## src/rtl/ex_stage_if.sv

```systemverilog
// ID/EX inputs and EX/MEM outputs of the execute stage, bundled for the ex_stage port.
interface ex_stage_if #(
  parameter int DATA_W = 32,
  parameter int REG_AW = 5
);
  logic              stall_i;
  logic              flush_i;
  logic [1:0]        WB_i;
  logic [1:0]        MEM_i;
  logic              ALU_Src_i;
  logic [1:0]        ALU_OP_i;
  logic              Reg_Dst_i;
  logic [DATA_W-1:0] Reg_data1_i;
  logic [DATA_W-1:0] Reg_data2_i;
  logic [DATA_W-1:0] immd_i;
  logic [REG_AW-1:0] RsAddr_i;
  logic [REG_AW-1:0] RtAddr_i;
  logic [REG_AW-1:0] RdAddr_i;
  logic [REG_AW-1:0] id_RsAddr_i;
  logic [REG_AW-1:0] id_RtAddr_i;
  logic              wb_RegWrite_i;
  logic [REG_AW-1:0] wb_RdAddr_i;
  logic [DATA_W-1:0] wb_data_i;
  logic [1:0]        WB_o;
  logic [1:0]        MEM_o;
  logic [DATA_W-1:0] ALU_result_o;
  logic [DATA_W-1:0] MemWriteData_o;
  logic [REG_AW-1:0] RdAddr_o;
  logic              zero_o;
  logic              hazard_o;

  modport master (
    output stall_i, flush_i, WB_i, MEM_i, ALU_Src_i, ALU_OP_i, Reg_Dst_i,
           Reg_data1_i, Reg_data2_i, immd_i, RsAddr_i, RtAddr_i, RdAddr_i,
           id_RsAddr_i, id_RtAddr_i, wb_RegWrite_i, wb_RdAddr_i, wb_data_i,
    input  WB_o, MEM_o, ALU_result_o, MemWriteData_o, RdAddr_o, zero_o, hazard_o
  );

  modport slave (
    input  stall_i, flush_i, WB_i, MEM_i, ALU_Src_i, ALU_OP_i, Reg_Dst_i,
           Reg_data1_i, Reg_data2_i, immd_i, RsAddr_i, RtAddr_i, RdAddr_i,
           id_RsAddr_i, id_RtAddr_i, wb_RegWrite_i, wb_RdAddr_i, wb_data_i,
    output WB_o, MEM_o, ALU_result_o, MemWriteData_o, RdAddr_o, zero_o, hazard_o
  );
endinterface

```

## src/rtl/ex_stage.sv

```systemverilog
// MIPS execute stage: operand forwarding, ALU, destination select, EX/MEM register
// and load-use hazard detection towards ID.
module ex_stage #(
  parameter int DATA_W = 32,
  parameter int REG_AW = 5
) (
  input  logic       clk_i,
  input  logic       rst_n_i,
  ex_stage_if.slave  bus
);

  logic [1:0]        wb_q;
  logic [1:0]        mem_q;
  logic [DATA_W-1:0] alu_q;
  logic [DATA_W-1:0] wdata_q;
  logic [REG_AW-1:0] rd_q;
  logic              zero_q;

  logic              ex_fwd_ok;
  logic              wb_fwd_ok;
  logic [DATA_W-1:0] op_a;
  logic [DATA_W-1:0] fwd_b;
  logic [DATA_W-1:0] op_b;
  logic [DATA_W-1:0] alu_res;
  logic [REG_AW-1:0] dest;

  // A load sitting in EX/MEM has no data yet, so it only forwards later from MEM/WB.
  assign ex_fwd_ok = wb_q[1] && !wb_q[0] && (rd_q != '0);
  assign wb_fwd_ok = bus.wb_RegWrite_i && (bus.wb_RdAddr_i != '0);

  assign op_a  = (ex_fwd_ok && rd_q == bus.RsAddr_i)            ? alu_q :
                 (wb_fwd_ok && bus.wb_RdAddr_i == bus.RsAddr_i) ? bus.wb_data_i :
                                                                  bus.Reg_data1_i;
  assign fwd_b = (ex_fwd_ok && rd_q == bus.RtAddr_i)            ? alu_q :
                 (wb_fwd_ok && bus.wb_RdAddr_i == bus.RtAddr_i) ? bus.wb_data_i :
                                                                  bus.Reg_data2_i;
  assign op_b  = bus.ALU_Src_i ? bus.immd_i : fwd_b;
  assign dest  = bus.Reg_Dst_i ? bus.RdAddr_i : bus.RtAddr_i;

  always_comb begin
    alu_res = '0;
    case (bus.ALU_OP_i)
      2'b00: alu_res = op_a + op_b;
      2'b01: alu_res = op_a - op_b;
      2'b11: alu_res = op_a | op_b;
      default: begin
        case (bus.immd_i[5:0])
          6'b100000: alu_res = op_a + op_b;
          6'b100010: alu_res = op_a - op_b;
          6'b100100: alu_res = op_a & op_b;
          6'b100101: alu_res = op_a | op_b;
          6'b101010: alu_res = {{(DATA_W-1){1'b0}}, ($signed(op_a) < $signed(op_b))};
          6'b011000: alu_res = op_a * op_b;
          default:   alu_res = '0;
        endcase
      end
    endcase
  end

  always_ff @(posedge clk_i or negedge rst_n_i) begin
    if (!rst_n_i) begin
      wb_q    <= '0;
      mem_q   <= '0;
      alu_q   <= '0;
      wdata_q <= '0;
      rd_q    <= '0;
      zero_q  <= 1'b0;
    end else if (bus.flush_i) begin
      wb_q    <= '0;
      mem_q   <= '0;
      alu_q   <= '0;
      wdata_q <= '0;
      rd_q    <= '0;
      zero_q  <= 1'b0;
    end else if (!bus.stall_i) begin
      wb_q    <= bus.WB_i;
      mem_q   <= bus.MEM_i;
      alu_q   <= alu_res;
      wdata_q <= fwd_b;
      rd_q    <= dest;
      zero_q  <= (alu_res == '0);
    end
  end

  assign bus.WB_o           = wb_q;
  assign bus.MEM_o          = mem_q;
  assign bus.ALU_result_o   = alu_q;
  assign bus.MemWriteData_o = wdata_q;
  assign bus.RdAddr_o       = rd_q;
  assign bus.zero_o         = zero_q;

  // Load in EX whose target is read by the instruction now in ID.
  assign bus.hazard_o = bus.MEM_i[1] && (bus.RtAddr_i != '0) &&
                        ((bus.RtAddr_i == bus.id_RsAddr_i) || (bus.RtAddr_i == bus.id_RtAddr_i));

endmodule

```

## src/flat_wrapper.sv

```systemverilog
// flat-port wrapper written by rule: the top's interface ports become plain ports
module ex_stage_flat 
#(
  parameter int DATA_W = 32,
  parameter int REG_AW = 5
)
  (clk_i, rst_n_i, bus_stall_i, bus_flush_i, bus_WB_i, bus_MEM_i, bus_ALU_Src_i, bus_ALU_OP_i, bus_Reg_Dst_i, bus_Reg_data1_i, bus_Reg_data2_i, bus_immd_i, bus_RsAddr_i, bus_RtAddr_i, bus_RdAddr_i, bus_id_RsAddr_i, bus_id_RtAddr_i, bus_wb_RegWrite_i, bus_wb_RdAddr_i, bus_wb_data_i, bus_WB_o, bus_MEM_o, bus_ALU_result_o, bus_MemWriteData_o, bus_RdAddr_o, bus_zero_o, bus_hazard_o);
  ex_stage_if #(.DATA_W(DATA_W), .REG_AW(REG_AW)) bus_i ();
  input  logic clk_i;
  input  logic rst_n_i;
  input wire logic [$bits(bus_i.stall_i)-1:0] bus_stall_i;
  input wire logic [$bits(bus_i.flush_i)-1:0] bus_flush_i;
  input wire logic [$bits(bus_i.WB_i)-1:0] bus_WB_i;
  input wire logic [$bits(bus_i.MEM_i)-1:0] bus_MEM_i;
  input wire logic [$bits(bus_i.ALU_Src_i)-1:0] bus_ALU_Src_i;
  input wire logic [$bits(bus_i.ALU_OP_i)-1:0] bus_ALU_OP_i;
  input wire logic [$bits(bus_i.Reg_Dst_i)-1:0] bus_Reg_Dst_i;
  input wire logic [$bits(bus_i.Reg_data1_i)-1:0] bus_Reg_data1_i;
  input wire logic [$bits(bus_i.Reg_data2_i)-1:0] bus_Reg_data2_i;
  input wire logic [$bits(bus_i.immd_i)-1:0] bus_immd_i;
  input wire logic [$bits(bus_i.RsAddr_i)-1:0] bus_RsAddr_i;
  input wire logic [$bits(bus_i.RtAddr_i)-1:0] bus_RtAddr_i;
  input wire logic [$bits(bus_i.RdAddr_i)-1:0] bus_RdAddr_i;
  input wire logic [$bits(bus_i.id_RsAddr_i)-1:0] bus_id_RsAddr_i;
  input wire logic [$bits(bus_i.id_RtAddr_i)-1:0] bus_id_RtAddr_i;
  input wire logic [$bits(bus_i.wb_RegWrite_i)-1:0] bus_wb_RegWrite_i;
  input wire logic [$bits(bus_i.wb_RdAddr_i)-1:0] bus_wb_RdAddr_i;
  input wire logic [$bits(bus_i.wb_data_i)-1:0] bus_wb_data_i;
  output wire logic [$bits(bus_i.WB_o)-1:0] bus_WB_o;
  output wire logic [$bits(bus_i.MEM_o)-1:0] bus_MEM_o;
  output wire logic [$bits(bus_i.ALU_result_o)-1:0] bus_ALU_result_o;
  output wire logic [$bits(bus_i.MemWriteData_o)-1:0] bus_MemWriteData_o;
  output wire logic [$bits(bus_i.RdAddr_o)-1:0] bus_RdAddr_o;
  output wire logic [$bits(bus_i.zero_o)-1:0] bus_zero_o;
  output wire logic [$bits(bus_i.hazard_o)-1:0] bus_hazard_o;
  assign bus_i.stall_i = bus_stall_i;
  assign bus_i.flush_i = bus_flush_i;
  assign bus_i.WB_i = bus_WB_i;
  assign bus_i.MEM_i = bus_MEM_i;
  assign bus_i.ALU_Src_i = bus_ALU_Src_i;
  assign bus_i.ALU_OP_i = bus_ALU_OP_i;
  assign bus_i.Reg_Dst_i = bus_Reg_Dst_i;
  assign bus_i.Reg_data1_i = bus_Reg_data1_i;
  assign bus_i.Reg_data2_i = bus_Reg_data2_i;
  assign bus_i.immd_i = bus_immd_i;
  assign bus_i.RsAddr_i = bus_RsAddr_i;
  assign bus_i.RtAddr_i = bus_RtAddr_i;
  assign bus_i.RdAddr_i = bus_RdAddr_i;
  assign bus_i.id_RsAddr_i = bus_id_RsAddr_i;
  assign bus_i.id_RtAddr_i = bus_id_RtAddr_i;
  assign bus_i.wb_RegWrite_i = bus_wb_RegWrite_i;
  assign bus_i.wb_RdAddr_i = bus_wb_RdAddr_i;
  assign bus_i.wb_data_i = bus_wb_data_i;
  assign bus_WB_o = bus_i.WB_o;
  assign bus_MEM_o = bus_i.MEM_o;
  assign bus_ALU_result_o = bus_i.ALU_result_o;
  assign bus_MemWriteData_o = bus_i.MemWriteData_o;
  assign bus_RdAddr_o = bus_i.RdAddr_o;
  assign bus_zero_o = bus_i.zero_o;
  assign bus_hazard_o = bus_i.hazard_o;
  ex_stage #(.DATA_W(DATA_W), .REG_AW(REG_AW)) u_core (.clk_i(clk_i), .rst_n_i(rst_n_i), .bus(bus_i));
endmodule
```

## config.mk

```make
export PLATFORM = sky130hd
export DESIGN_NAME = ex_stage_flat
export DESIGN_NICKNAME = d
export VERILOG_FILES = /design/src/rtl/ex_stage_if.sv /design/src/rtl/ex_stage.sv /design/src/flat_wrapper.sv
export SDC_FILE = /design/constraint.sdc
export NUM_CORES = 2
export LEC_CHECK = 0
export ABC_AREA = 1
export CORE_ASPECT_RATIO = 1.25
export CORE_UTILIZATION = 50
export CTS_CLUSTER_DIAMETER = 200
export CTS_CLUSTER_SIZE = 28
export DETAILED_ROUTE_END_ITERATION = 10
export DONT_BUFFER_PORTS = 1
export GPL_TIMING_DRIVEN = 0
export PLACE_DENSITY = 0.74
export SYNTH_ARGS = -nofsm -noshare
export SYNTH_HDL_FRONTEND = slang
export SYNTH_SLANG_ARGS = --single-unit
```

## constraint.sdc

```tcl
create_clock -name clk_i -period 9.9 [get_ports clk_i]
set_clock_uncertainty 0.2 [all_clocks]
set_input_delay 0 -clock clk_i [delete_from_list [all_inputs] [get_ports clk_i]]
set_output_delay 0 -clock clk_i [all_outputs]
set_load 0.1 [all_outputs]
```

==> impl_metrics.json <==
{
  "cts_tree": "built",
  "multi_input_area_mm2": 0.0217,
  "ys.flop_type": "dfrtp_1",
  "min_from": "bus_ALU_OP_i[0]",
  "dp.cells": 4439,
  "vias_per_cell": 6.10,
  "status": "finished clean",
  "hold_class": "primary input to register",
  "final_area_mm2": 0.0297,
  "die_w_um": 209,
  "cts_buffer_depth": 2,
  "cp-end-kind": "register",
  "synth_cell_types": 62,
  "gp_congestion": 1.08,
  "drt-pass1-iter-count": 9,
  "max_freq_mhz": 102,
  "drive_gt1_share_pct": 9.84,
  "grt_pass1_wl_um": 185000,
  "grt_usage_pct": 47.7,
  "synth.area.top_cells": "fa_1, nand2_1, ha_1",
  "yosysSeqAreaShare_pct": 6.94,
  "synth_most_common_cell": "nand2_1",
  "fin_util_pct": 56.3,
  "yosysTopAreaCell": "fa_1",
  "yosysTopAreaCellShare_pct": 30.7,
  "rows": 94,
  "cpMaxStageDelayCell": "dfrtp_4",
  "tightest_slew_ns": 1.43,
  "insertion_delay_ns": 0.37,
  "synthTopCellsByCount": "nand2_1, inv_1, nor2_1",
  "path_max_fanout": 10,
  "core_area_mm2": 0.0527,
  "hold_violations": 0,
  "min_period_ns": 9.76,
  "wirelength_um": 129000,
  "critPathMostFrequentCell": "fa_1",
  "route.detailed.drc": 0,
  "wire_per_inst_um": 28.2,
  "worst_ep_arrival_time_ns": 9.86,
  "slew_headroom_pct": 4.91,
  "cp_slowest_stage_delay_ns": 0.63,
  "ys_ff_latch": 74,
  "drt_iter0_markers": 2894,
  "globalRouteOverflowTotal": 0,
  "rr_startpoint": "u_core.bus.RdAddr_o[3]$_DFFE_PN0P_",
  "synthToLayoutAreaGrowth_pct": 11.0,
  "worst_slack_ns": 0.135,
  "dieHeight_um": 260,
  "ant_nets": 0,
  "syn-instance-count": 3767,
  "fillers": 5234,
  "numClockSinks": 74,
  "syn_avg_cell_area_um2": 7.09,
  "setup.worst_path.class": "register to register",
  "grt_pass1_vias": 28000,
  "antenna_found_initial": 11,
  "crit_start": "u_core.bus.RdAddr_o[3]$_DFFE_PN0P_",
  "grt_max_degree": 66,
  "netlist_area_mm2": 0.0267,
  "startpoint_type": "register",
  "portBuffers": 0,
  "setup_viol": 0,
  "required_ns": 10.00,
  "syn-num-nets": 4567,
  "htree_levels": 3,
  "path_clk_slew_ns": 0.07,
  "detailed_place.area_mm2": 0.0275,
  "final-seq-area_mm2": 0.00188,
  "final_net_count": 4679,
  "synth_warnings": 0,
  "maxCapViolCount": 0,
  "post-route-period-util_pct": 98.6,
  "vias": 27900,
  "async_flop_share_pct": 100,
  "slew_viol_final": 0,
  "place_hpwl_um": 105000,
  "fin_cells": 4567,
  "cts_buffers": 9,
  "cts-root-buf": "clkbuf_16",
  "die-area_mm2": 0.0543,
  "pre_cts_ws_ns": -2.77,
  "num_io_pins": 246,
  "start_util_pct": 50.7,
  "synth_edf_count": 0
}
state kept, by name, indices dropped and copies added, names as in the netlist:
| name | cells |
|---|---|
| u_core.bus.ALU_result_o | 32 |
| u_core.bus.RdAddr_o | 5 |
| u_core.bus.WB_o | 2 |
| u_core.bus.MemWriteData_o | 32 |
| u_core.bus.zero_o | 1 |
| u_core.bus.MEM_o | 2 |
metal layers:
metal,GRT usage (%),wire [µm]
met1,50.8,41800
met2,74.2,55100
met3,14.1,15700
met4,48.9,16300
met5,1.95,87
worst max-delay path, delay by kind of cell (launching register included):
family                     cells  cell delay, ns
buffers and inverters         11            1.41
adders and majority gates     10            4.46
and+or+nand+nor               20            2.52
AOI/OAI and AO/OA              3            0.46
DFF                            1            0.63
cell families (layout without fill, tap and decap cells):
kind of cell / after synthesis / after routing / share of synthesized area [%]
AO/OA/AOI/OAI: 465 / 465 / 10.7
XOR/XNOR: 64 / 64 / 2.10
adder cells (fa/ha/maj): 629 / 629 / 41.0
buffers and inverters: 900 / 1017 / 13.3
flip-flops: 74 / 74 / 6.94
multiplexers: 1 / 1 / 0.0375
other: 0 / 11 / 0
AND/OR/NAND/NOR: 1634 / 1634 / 26.0
cell usage in the layout, fill, tap and decap left out, types with 11 or more instances in the layout:
cell	Yosys	routed
a21o_1	25	25
a21oi_1	154	140
a21oi_2	3	11
a21oi_4	6	12
buf_2	19	21
buf_4	15	51
buf_6	10	21
clkbuf_1	92	47
clkbuf_2	0	17
clkbuf_4	1	15
clkinvlp_4	0	15
dfrtp_1	74	66
diode_2	0	11
dlygate4sd3_1	0	59
fa_1	410	410
ha_1	219	207
inv_1	716	697
inv_2	15	21
nand2_1	765	750
nand2_2	14	19
nand3_1	266	260
nand3_2	6	12
nand4_1	46	46
nor2_1	457	449
nor2_2	3	11
o211ai_1	25	25
o21ai_0	126	116
o21ai_1	24	25
o21ai_2	12	13
o22ai_1	28	28
or2_2	45	45
xnor2_1	15	15
xor2_1	49	49
area by class of cell:
cell class | instances | area share (%)
multi-input combinational | 2793 | 73.3
inverter | 748 | 9.77
sequential | 74 | 6.33
timing repair buffer | 102 | 3.33
buffer | 151 | 3.26
tap | 672 | 2.84
clock buffer | 9 | 0.760
clock inverter | 7 | 0.283
antenna | 11 | 0.0928
final timing paths:
| kind | endpoint | slack, ns | cells past startpoint |
|---|---|---|---|
| setup reg to reg | u_core.bus.zero_o$_DFFE_PN0P_ | 0.14 | 44 |
| max in group asynchronous | u_core.bus.WB_o[1]$_DFFE_PN0P_ | 7.72 | 4 |
| hold / removal | u_core.bus.ALU_result_o[2]$_DFFE_PN0P_ | 0.01 | 5 |
| hold reg to reg | u_core.bus.WB_o[1]$_DFFE_PN0P_ | 0.67 | 2 |
| setup / recovery | u_core.bus.zero_o$_DFFE_PN0P_ | 0.14 | 44 |
| min in group asynchronous | u_core.bus.MemWriteData_o[2]$_DFFE_PN0P_ | 0.48 | 3 |
metrics by stage:
step	setup TNS, ns	hold slack, ns
after floorplan	0	-0.496
after global placement	-29.46	-0.492
after detailed placement	-30.33	-0.493
after CTS	0	0.00596
after global routing	-0.0694	0.0512
final	0	0.0130
timing repair:
action                     CTS  global route
gates resized for setup    120           200
hold buffers                60             0
setup buffers                4            37
setup endpoints to repair   25             5
gates cloned                 0             1
hold endpoints to repair   111             0
pin swaps                    2            13
Power is left out: the tool's default activity adds up to more than one toggle a clock period on the data nets, which glitch-free logic cannot reach.
